`src/rtl/booth_mul_share_arbiter.sv`:
```
// booth_mul_share_arbiter
// Round-robin front end that shares one pipelined multiplier between NREQ
// requesters. One operand pair is issued per cycle into a registered issue
// stage; a tag pipe of LAT stages follows the multiplier so that each
// product is routed back to the requester that issued it.
module booth_mul_share_arbiter #(
    parameter int N    = 32,
    parameter int NREQ = 4,
    parameter int LAT  = 1
) (
    input  logic              clk,
    input  logic              rst,
    input  logic              hold,
    input  logic [NREQ-1:0]   req_valid,
    output logic [NREQ-1:0]   req_ready,
    input  logic [NREQ*N-1:0] req_a,
    input  logic [NREQ*N-1:0] req_b,
    output logic [N-1:0]      mul_a,
    output logic [N-1:0]      mul_b,
    input  logic [2*N-1:0]    mul_prod,
    output logic [NREQ-1:0]   resp_valid,
    output logic [2*N-1:0]    resp_prod,
    output logic              busy,
    output logic [31:0]       op_count
);
    localparam int IDW = $clog2(NREQ);

    logic [IDW-1:0] rr_ptr;
    logic           gnt_any;
    logic [IDW-1:0] gnt_id;

    logic           vld_p0;
    logic [IDW-1:0] id_p0;

    logic [LAT:1]   vld_pipe;
    logic [IDW-1:0] id_pipe [1:LAT];

    // Grant the first valid requester at or after rr_ptr; a grant depends only
    // on req_valid, hold and rr_ptr, never on another requester's ready.
    always_comb begin
        gnt_any   = 1'b0;
        gnt_id    = '0;
        req_ready = '0;
        if (!hold) begin
            for (int k = 0; k < NREQ; k++) begin
                if (!gnt_any && req_valid[(int'(rr_ptr) + k) % NREQ]) begin
                    gnt_any = 1'b1;
                    gnt_id  = IDW'((int'(rr_ptr) + k) % NREQ);
                end
            end
            if (gnt_any) begin
                req_ready[gnt_id] = 1'b1;
            end
        end
    end

    // Stage 0: capture the granted operands and tag; operands hold when idle.
    always_ff @(posedge clk or posedge rst) begin
        if (rst) begin
            rr_ptr   <= '0;
            op_count <= '0;
            vld_p0   <= 1'b0;
            id_p0    <= '0;
            mul_a    <= '0;
            mul_b    <= '0;
        end else begin
            vld_p0 <= gnt_any;
            if (gnt_any) begin
                id_p0    <= gnt_id;
                mul_a    <= req_a[int'(gnt_id)*N +: N];
                mul_b    <= req_b[int'(gnt_id)*N +: N];
                rr_ptr   <= (int'(gnt_id) == NREQ-1) ? '0 : gnt_id + IDW'(1);
                op_count <= op_count + 32'd1;
            end
        end
    end

    // Stages 1..LAT: tag shift register, never stalls, tail lines up with mul_prod.
    always_ff @(posedge clk or posedge rst) begin
        if (rst) begin
            vld_pipe <= '0;
            for (int s = 1; s <= LAT; s++) begin
                id_pipe[s] <= '0;
            end
        end else begin
            vld_pipe[1] <= vld_p0;
            id_pipe[1]  <= id_p0;
            for (int s = 2; s <= LAT; s++) begin
                vld_pipe[s] <= vld_pipe[s-1];
                id_pipe[s]  <= id_pipe[s-1];
            end
        end
    end

    // Response: route the product to the requester named by the tail tag.
    always_comb begin
        resp_valid = '0;
        resp_prod  = '0;
        if (vld_pipe[LAT]) begin
            resp_valid[id_pipe[LAT]] = 1'b1;
            resp_prod                = mul_prod;
        end
    end

    assign busy = vld_p0 | (|vld_pipe);

endmodule
```
`config.mk`:
```
export PLATFORM = sky130hd
export DESIGN_NAME = booth_mul_share_arbiter
export DESIGN_NICKNAME = d
export VERILOG_FILES = /design/src/rtl/booth_mul_share_arbiter.sv
export SDC_FILE = /design/constraint.sdc
export NUM_CORES = 1
export LEC_CHECK = 0
export ABC_AREA = 1
export BUFFER_PORTS_ARGS = -buffer_cell sky130_fd_sc_hd__buf_2
export CAP_MARGIN = 20
export CORE_AREA = 2 2 192 194
export CTS_CLUSTER_SIZE = 10
export DETAILED_ROUTE_END_ITERATION = 7
export DIE_AREA = 0 0 194 196
export PLACE_DENSITY = 0.45
export SKIP_CTS_REPAIR_TIMING = 1
export SLEW_MARGIN = 40
export SYNTH_ARGS = -nofsm -noshare
export SYNTH_HDL_FRONTEND = slang
export SYNTH_SLANG_ARGS = --single-unit
```
`constraint.sdc`:
```
create_clock -name clk -period 5.77 [get_ports clk]
set_clock_uncertainty 0.15 [all_clocks]
set_input_delay 1.731 -clock clk [delete_from_list [all_inputs] [get_ports clk]]
set_output_delay 1.731 -clock clk [all_outputs]
set_load 0.05 [all_outputs]
```
==> run_results.csv, run 1 <==
group,metric,value,unit
cts,clkTransAtPathRegs,80,ps
routing,drc,0,
setup_path,worst-path-buf-inv,5,
timing,max_freq,194,MHz
layout,finalNetCount,2007,
grt,track_usage,17.6,%
power,p_clk_share,10.2,%
setup_path,reg2reg_to,"mul_b[6]",
grt,met3_usage,4.04,%
floorplanning,core_area,36100,um2
routing,antenna_left,0,
timing,tightest_slew,717,ps
placement,placed_area,10400,um2
grt,antenna_found_initial,3,
cts,clkLatencyLatePin,360,ps
timing,fin_crit_sh,89.3,%
cts,cts_buffer_depth,2,
grt,grt_max_degree,92,
setup_path,crit_top_cell,"nand2_1",
layout,final_cells,2156,
setup_path,r2r-start,"rr_ptr[0]",
min_path,hold-path-cell-count,0,
cts,cts_tree,"yes",
setup_path,path_cells,"buf_2, inv_1, nand2_1, nand3_1, nand2_1, inv_1, nand2_1, nand2_1, nand2_4, inv_1, nand2_1, nor2_1, buf_2",
cts,clkSinkCount,104,
floorplanning,initial_core_util,21.3,%
placement,place_hpwl,26.4,mm
setup_path,crit_fanout,31,
floorplanning,design.die.area,38000,um2
min_path,hold_path_end,"id_pipe[1]",
logic_synthesis,synth_top_area_share,33.9,%
routing,drt-vias-per-instance,4.38,
timing,slew_headroom,52.2,%
timing,period_minus_slack,5160,ps
layout,final_util,29.8,%
logic_synthesis,netlist_top_cells_area,"dfrtp_1 34%, nand2_1 23%, nand3_1 20%, inv_1 7.6%, buf_2 2.5%",
power,p_int,2.41,mW
grt,grt.busiest_layer,"met2",
setup_path,crit_slowest_cell,"buf_2",
grt,grt_pass1_wl,52.2,mm
placement,gp_congestion,0.845,
setup_path,max_stage_delay,270,ps
power,p_total,6.48,mW
setup_path,cp_data_arrival_time,3270,ps
timing,hold_violations,0,
grt,overflow,0,
min_path,min_path_type,"reg2reg",
power,p_comb_share,69.8,%
min_path,hold_start,"id_p0[1]",
logic_synthesis,yosysUniqueCellTypes,26,
setup_path,regToRegSetupSlack,2280,ps
logic_synthesis,seq_area_frac_synth,33.9,%
timing,drv_slew,0,
timing,fin_ws,615,ps
grt,grtUsageMet2,31.3,%
timing,tns,0,ps
floorplanning,io_pins,496,
timing,fin_hold_ws,228,ps
setup_path,critPathTopFamily,"simple AND/OR/NAND/NOR gates",
grt,grt_util_met1,21.5,%
cts,cts-buffers-inserted,9,
layout,layout-drive-gt1-share,31.8,%
logic_synthesis,synth_area,7670,um2
logic_synthesis,synth_seq_cells,104,
logic_synthesis,syn_area_per_cell,6.16,um2
routing,drtIter0Drc,426,
cts,cts_max_level,3,
power,power.density,604,nW/um2
layout,final_area,10700,um2
routing,firstDrtPassIters,6,
layout,syn_to_final_growth,40.0,%
power,ir_worst_vdd,0.000356,V
status,status,"finished clean",
logic_synthesis,synth_nets,1572,
routing,wire_per_inst,16.2,um
floorplanning,dieHeight,196,um
logic_synthesis,synth_cells,1244,
power,p_leak,6.60,nW
setup_path,path_class,"in2out",
placement,post-place-ws,623,ps
power,netSwitchingFraction,62.8,%
setup_path,worst_r2r_path_depth,15,
placement,io_buffer_count,495,
placement,dpl.cell_count,2136,
floorplanning,row_count,70,
logic_synthesis,yosys.area.top_type,"dfrtp_1",
cts,cts_root_buffer,"clkbuf_16",
routing,vias,9444,
run,max_cap_violations,0,
power,switchingPower,4.07,mW
setup_path,cp.required,3890,ps
logic_synthesis,yosys_warnings,0,
power,p_seq_share,19.9,%
routing,routed_wl,34.9,mm
setup_path,startpoint_type,"input port",
setup_path,worst_setup_path_end_kind,"output pin",
timing,rsz0062_at_grt,"false",
grt,first_global_vias,9095,
floorplanning,die_w,194,um
timing,finalSetupViolations,0,
-- final cells by class --
| class | instances | area, um2 |
|---|---|---|
| Antenna cell | 4 | 10.0 |
| Clock buffer | 9 | 225 |
| Clock inverter | 7 | 85.1 |
| Fill cell | 4132 | 25300 |
| Inverter | 159 | 609 |
| Multi-Input combinational cell | 898 | 4030 |
| Sequential cell | 104 | 2610 |
| Tap cell | 468 | 586 |
| Timing Repair Buffer | 507 | 2590 |
-- metal layers --
metal / wire length [um] / part of all wire [%]
met1: 14700 / 42
met2: 17100 / 49
met3: 2490 / 7.1
met4: 644 / 1.8
met5: 0 / 0
-- cell usage after synthesis (all sizes together) --
master    n
xnor2     9
ha        1
clkbuf   15
nor3     13
nand4    10
nand3b    1
buf      68
nand2   480
xor2     21
o211ai    1
or2       1
inv     159
nor2     34
o21ai     9
nand3   314
dfrtp   104
nor4      4
-- worst max-delay path by stage --
| stage | start | endpoint | slack [ps] | depth (start not counted) |
|---|---|---|---|---|
| 2_1_floorplan | req_valid[3] | req_ready[0] | 500 | 12 |
| 4_1_cts | req_valid[3] | req_ready[0] | 620 | 13 |
| 6_report | req_valid[3] | req_ready[0] | 610 | 13 |
| 5_1_grt | req_valid[3] | req_ready[0] | 430 | 13 |
| 3_5_place_dp | req_valid[3] | req_ready[0] | 620 | 13 |
| 3_3_place_gp | req_valid[3] | req_ready[0] | 630 | 13 |
-- worst reg2reg max path: stages, from the launching register on --
cell and delay (ps):
dfrtp_1 610, inv_4 130, nand2_1 110, nand3_1 90, nand2_1 130, inv_1 80
nand2_1 60, nand2_1 80, nand2_4 320, buf_4 500, buf_4 620, nand3_1 180
nand2_1 90, nand2_1 60, nand3_1 110, nand2_1 60
-- state kept, by name (all words and copies together), names as in the netlist --
signal    count
vld_p0        1
op_count     32
vld_pipe      1
id_pipe       2
id_p0         2
mul_a        32
mul_b        32
rr_ptr        2
-- cells in the final DEF, fill, tap and decap left out --
cell        netlist  routed
inv_6             0       4
or2_2             1       1
inv_4             1       1
nand2_1         478     476
nor4_1            4       4
nand3b_1          1       1
clkinv_8          0       3
nand3_1         313     313
dfrtp_4           0       1
ha_1              1       1
clkbuf_16         0       9
nor2_1           33      33
xor2_1           21      21
nand3_2           1       1
clkinvlp_4        0       1
inv_1           155     154
nand2_2           1       1
xnor2_1           9       9
diode_2           0       4
buf_6             6       5
buf_4            13       7
dfrtp_1         104     103
o21ai_0           9       9
inv_2             3       2
nor2_2            1       1
buf_2            39     495
nand4_1          10      10
o211ai_1          1       1
nor3_1           13      13
inv_8             0       1
nand2_4           1       3
-- power by group through the flow --
stage / logic, mW / registers, mW / clock network, mW
2_1_floorplan: 2.52 / 2.18 / 0
3_3_place_gp: 4.59 / 1.30 / 0
3_5_place_dp: 4.60 / 1.30 / 0
4_1_cts: 4.61 / 1.30 / 0.694
5_1_grt: 4.92 / 1.34 / 0.724
6_report: 4.52 / 1.29 / 0.664
-- cell families (layout without fill, tap and decap cells) --
family,count (synthesis),in the layout,share of synthesized area [%]
flops,104,104,33.9
fa+ha+maj,1,1,0.163
xor+xnor,30,30,3.43
other cells,0,4,0
compound gates,10,10,0.685
buf+inv,242,682,13.7
simple gates,857,857,48.1
No activity file was read; power rests on OpenSTA's default activity.
==> run 2: changes to the inputs <==
--- a/config.mk
+++ b/config.mk
@@ -13,5 +13,5 @@
 export DETAILED_ROUTE_END_ITERATION = 7
 export DIE_AREA = 0 0 194 196
-export PLACE_DENSITY = 0.45
+export PLACE_DENSITY = 0.54
 export SKIP_CTS_REPAIR_TIMING = 1
 export SLEW_MARGIN = 40
==> constraint.sdc (replaced) <==
create_clock -name clk -period 5.77 [get_ports clk]
set_clock_uncertainty 0.15 [all_clocks]
set_input_delay 0 -clock clk [delete_from_list [all_inputs] [get_ports clk]]
set_output_delay 0 -clock clk [all_outputs]
set_load 0.05 [all_outputs]
==> run_results.csv, run 2 (synthesized netlist as in run 1, its figures left out) <==
group,metric,value,unit
power,switchingPower,4.22,mW
run,max_cap_violations,0,
routing,wire_per_inst,15.9,um
grt,first_global_vias,9461,
min_path,hold_start,"req_b[86]",
timing,rsz0062_at_grt,"false",
setup_path,regToRegSetupSlack,1450,ps
grt,grt_pass1_wl,53.4,mm
cts,clkTransAtPathRegs,100,ps
power,p_int,3.13,mW
timing,fin_hold_ws,-98.5,ps
grt,overflow,0,
floorplanning,row_count,70,
routing,drt-vias-per-instance,4.48,
min_path,hold_path_end,"mul_b[22]",
setup_path,worst_r2r_path_depth,16,
power,power.density,584,nW/um2
setup_path,critPathLaunch,"rr_ptr[0]",
floorplanning,core_area,36100,um2
timing,period_minus_slack,4320,ps
routing,drc,0,
setup_path,reg2reg_to,"mul_b[1]",
power,p_comb_share,72.6,%
timing,tightest_slew,880,ps
setup_path,worst_setup_path_end_kind,"flip-flop",
placement,place_hpwl,26.6,mm
timing,fin_crit_sh,74.9,%
routing,antenna_left,0,
timing,finalSetupViolations,0,
grt,antenna_found_initial,11,
power,p_seq_share,17.8,%
layout,syn_to_final_growth,64.1,%
power,p_leak,7.23,nW
setup_path,cp_data_arrival_time,4430,ps
timing,drv_slew,0,
grt,track_usage,18.0,%
routing,vias,10483,
layout,layout-drive-gt1-share,28.5,%
layout,final_cell_mix,"495 x buf_2, 476 x nand2_1, 313 x nand3_1, 185 x dlygate4sd3_1, 154 x inv_1",
floorplanning,io_pins,496,
routing,drtIter0Drc,535,
cts,cts_buffer_depth,2,
layout,final_common_cell,"buf_2",
status,violations,"negative hold slack",
layout,final_area,12600,um2
timing,tns,0,ps
floorplanning,initial_core_util,21.3,%
setup_path,r2r-start,"rr_ptr[0]",
floorplanning,dieHeight,196,um
min_path,min_path_type,"in2reg",
grt,grt_max_degree,81,
power,ir_worst_vdd,0.000328,V
setup_path,path_class,"reg2reg",
floorplanning,die_w,194,um
cts,cts-buffers-inserted,9,
timing,slew_headroom,41.3,%
routing,firstDrtPassIters,5,
power,p_clk_share,9.5,%
layout,fill_cells,3947,
timing,max_freq,231,MHz
cts,cts_root_buffer,"clkbuf_16",
setup_path,startpoint_type,"flip-flop",
cts,cts_max_level,3,
cts,clkLatencyLatePin,370,ps
routing,routed_wl,37.1,mm
timing,hold_violations,5,
floorplanning,design.die.area,38000,um2
layout,largest_registers,"mul_a x32, mul_b x32, op_count x32",
layout,finalNetCount,2190,
setup_path,cp.required,5880,ps
layout,final_util,34.9,%
cts,clkSinkCount,104,
cts,cts_tree,"yes",
placement,io_buffer_count,495,
power,netSwitchingFraction,57.5,%
status,status,"finished with violations",
setup_path,crit_fanout,37,
placement,placed_area,10400,um2
placement,gp_congestion,0.882,
min_path,hold-path-cell-count,7,
-- run 2: area by class of cell --
cell class	instances	area [um2]	area share [%]
repair buffers	690	4410	35.1
inverters	159	609	4.84
diodes	6	15.0	0.119
well taps	468	586	4.65
clock inverters	6	85.1	0.676
flip-flops and latches	104	2610	20.7
clock buffers	10	229	1.82
multi-input cells	898	4040	32.1
-- run 2: how the worst max path moves through the flow --
stage | end | cells after the start
floorplan | id_p0[0] | 1
finish | mul_b[1] | 16
CTS | req_ready[0] | 12
global placement | mul_a[18] | 14
global route | mul_b[21] | 15
detailed placement | mul_a[14] | 14
-- run 2: through the flow --
step | worst slack, ps | total power, mW | std cells
floorplan | 2890 | 4.70 | 1244
detailed placement | 2530 | 5.87 | 2134
global placement | 2420 | 5.84 | 2134
CTS | 2260 | 6.61 | 2150
finish | 1450 | 7.35 | 2341
global route | 1220 | 7.90 | 2339
-- run 2: power groups by stage --
stage,Sequential (mW),Clock (mW),Combinational (mW)
after floorplan,2.18,0,2.52
after global placement,1.31,0,4.53
after detailed placement,1.32,0,4.56
after CTS,1.31,0.742,4.56
after global routing,1.36,0.757,5.79
final,1.31,0.702,5.34
-- run 2: critical path, stage by stage (launching register included) --
cell           delay [ps]
dfrtp_1               580
inv_4                 110
nand2_1                80
nand2_1                90
nand2_1                80
nand2_1                80
nor2_2                150
nand3_1                90
nand3_1               200
nand2_4                70
inv_2                 540
buf_4                 520
nand3_1               140
dlygate4sd3_1         600
nand3_1                70
dlygate4sd3_1         560
nand2_1                50
-- run 2: routing by layer --
layer / global-route usage (%) / part of all wire [%]
met2: 31.5 / 50
met1: 22.0 / 40
met3: 3.92 / 7.1
met4: 5.58 / 2.2
met5: 0 / 0.15
==> run 3: changes to the inputs <==
Settings changed: ABC_AREA 1 to 0, CORE_AREA 2 2 192 194 to 2 2 194 196, DIE_AREA 0 0 194 196 to 0 0 196 198, PLACE_DENSITY 0.54 to 0.5.
Clock period 5.77 ns to 4.3 ns, I/O delays scaled along.
==> run_results.csv, run 3 <==
group,metric,value,unit
status,status,"finished with violations",
status,violations,"negative hold slack",
min_path,hold-path-cell-count,4,
layout,fill_cells,3876,
timing,slew_headroom,50.6,%
grt,antenna_found_initial,4,
logic_synthesis,synth_seq_cells,104,
power,power.density,519,nW/um2
cts,cts_max_level,3,
logic_synthesis,synth_flop_cell,"dfrtp_1",
logic_synthesis,async_flop_share,100,%
setup_path,cp.required,4460,ps
setup_path,startpoint_type,"flip-flop",
placement,placed_area,9520,um2
grt,first_global_vias,7024,
timing,max_freq,268,MHz
power,ir_worst_vdd,0.000264,V
setup_path,worst_setup_path_end_kind,"flip-flop",
placement,io_buffer_count,495,
floorplanning,core_area,37000,um2
logic_synthesis,synth_cells,686,
cts,clkLatencyLatePin,370,ps
setup_path,worst_r2r_path_depth,8,
timing,fin_crit_sh,86.7,%
routing,vias,7939,
layout,final_cell_mix,"495 x buf_2, 186 x dlygate4sd3_1, 131 x and2_1, 104 x dfrtp_1, 80 x nor2_1",
setup_path,regToRegSetupSlack,570,ps
logic_synthesis,yosys_warnings,0,
timing,hold_violations,2,
logic_synthesis,synth_edf_count,0,
run,max_cap_violations,0,
setup_path,path_class,"reg2reg",
logic_synthesis,synth_top_area_share,40.0,%
timing,tightest_slew,741,ps
floorplanning,row_count,71,
layout,finalNetCount,1660,
timing,period_minus_slack,3730,ps
routing,drtIter0Drc,314,
logic_synthesis,yosys.area.top_type,"dfrtp_1",
logic_synthesis,yosysUniqueCellTypes,39,
min_path,hold_start,"req_b[62]",
timing,rsz0062_at_grt,"false",
routing,wire_per_inst,16.6,um
logic_synthesis,seq_area_frac_synth,40.0,%
routing,firstDrtPassIters,6,
floorplanning,design.die.area,38800,um2
timing,drv_slew,0,
timing,fin_hold_ws,-27.9,ps
cts,cts_buffer_depth,2,
grt,overflow,0,
placement,place_hpwl,21.4,mm
routing,antenna_left,0,
logic_synthesis,netlist_top_cells_area,"dfrtp_1 40%, and2_1 13%, mux2i_1 10%, a221oi_1 8.6%, a211oi_1 7.4%",
cts,cts_root_buffer,"clkbuf_16",
floorplanning,initial_core_util,17.6,%
setup_path,path_cells,"mux2i_1, or2_1, and2_2, buf_4, a221oi_1, dlygate4sd3_1, a211oi_1, dlygate4sd3_1",
layout,layout-drive-gt1-share,40.2,%
setup_path,crit_fanout,37,
power,p_leak,5.62,nW
setup_path,crit_slowest_cell,"and2_2",
setup_path,reg2reg_to,"mul_b[28]",
timing,tns,0,ps
layout,syn_to_final_growth,79.8,%
floorplanning,dieHeight,198,um
layout,final_common_cell,"buf_2",
cts,clkSinkCount,104,
timing,finalSetupViolations,0,
routing,drc,0,
setup_path,crit_top_cell,"dlygate4sd3_1",
logic_synthesis,synth_area,6500,um2
setup_path,max_stage_delay,640,ps
routing,drt-vias-per-instance,4.38,
placement,gp_congestion,0.854,
floorplanning,io_pins,496,
grt,grt_pass1_wl,41.4,mm
min_path,min_path_type,"in2reg",
logic_synthesis,synth.most_common_cell,"and2_1",
grt,grt_max_degree,72,
floorplanning,die_w,196,um
grt,track_usage,14.3,%
logic_synthesis,syn_area_per_cell,9.47,um2
routing,routed_wl,30.0,mm
setup_path,r2r-start,"rr_ptr[1]",
layout,final_area,11700,um2
cts,cts-buffers-inserted,9,
cts,cts_tree,"yes",
cts,clkTransAtPathRegs,80,ps
setup_path,worst-path-buf-inv,3,
layout,largest_registers,"mul_a x32, mul_b x32, op_count x32",
logic_synthesis,synthTopCellsByCount,"132 x and2_1, 104 x dfrtp_1, 82 x nor2_1",
setup_path,critPathTopFamily,"buffers and inverters",
logic_synthesis,synth_nets,1014,
setup_path,cp_data_arrival_time,3890,ps
min_path,hold_path_end,"mul_b[30]",
-- run 3: layout make-up --
class                   instances  area [um2]  share of cell area [%]
diodes                          3        7.51                  0.0643
repair buffers                693        4510                    38.6
inverters                      10        42.5                   0.364
clock buffers                  10         229                    1.96
well taps                     474         593                    5.08
clock inverters                 6        62.6                   0.536
multi-input cells             514        3630                    31.1
flip-flops and latches        104        2600                    22.3
-- run 3: metal layers --
layer  part of all wire, %  track usage, %  vias up  wire, um
met1                    39            15.9     3772     11700
met2                    51            25.8      358     15500
met5                 0.043               0        -        13
li1                      -               -     3767         -
met4                   2.8            5.47        2       838
met3                   6.6            3.83       40      1980
-- run 3: how the worst max path moves through the flow --
| stage | startpoint | end | slack (ps) | depth (start not counted) |
|---|---|---|---|---|
| after floorplan | rst | id_p0[0] | 1420 | 1 |
| after global routing | rr_ptr[1] | mul_b[28] | 370 | 8 |
| after detailed placement | rr_ptr[1] | mul_b[27] | 1620 | 6 |
| final | rr_ptr[1] | mul_b[28] | 570 | 8 |
| after global placement | rr_ptr[1] | mul_b[0] | 1620 | 5 |
| after CTS | rr_ptr[1] | req_ready[2] | 1480 | 5 |
-- run 3: worst reg2reg max path, cell delays in order (launching register included) --
cell and delay, ps:
dfrtp_1 400, mux2i_1 180, or2_1 180, and2_2 640, buf_4 570, a221oi_1 190
dlygate4sd3_1 590, a211oi_1 200, dlygate4sd3_1 570
-- run 3: cell families (layout without fill, tap and decap cells) --
logic type / count (synthesis) / in the layout / share of synthesized area (%)
compound gates: 135 / 135 / 16.7
fa+ha+maj: 1 / 1 / 0.192
simple gates: 281 / 281 / 23.7
other cells: 0 / 3 / 0
xor+xnor: 32 / 32 / 4.43
buf+inv: 68 / 719 / 4.85
mux: 65 / 65 / 10.0
flops: 104 / 104 / 40.0
-- run 3: stage by stage --
step | cells | worst slack, ps | utilization (%) | hold slack, ps | power [mW]
2_1_floorplan | 686 | 1420 | - | 70.3 | 3.68
3_3_place_gp | 1605 | 1620 | 25.4 | 141 | 4.58
6_report | 1814 | 572 | 31.6 | -27.9 | 6.06
4_1_cts | 1625 | 1480 | 26.6 | -403 | 5.53
3_5_place_dp | 1609 | 1620 | 25.8 | 20.6 | 4.64
5_1_grt | 1812 | 373 | 31.6 | 11.2 | 6.40
-- run 3: power by group --
group | internal [mW] | switching, mW
sequential | 1.28 | 0.215
combinational | 1.36 | 2.34
clock | 0.411 | 0.450
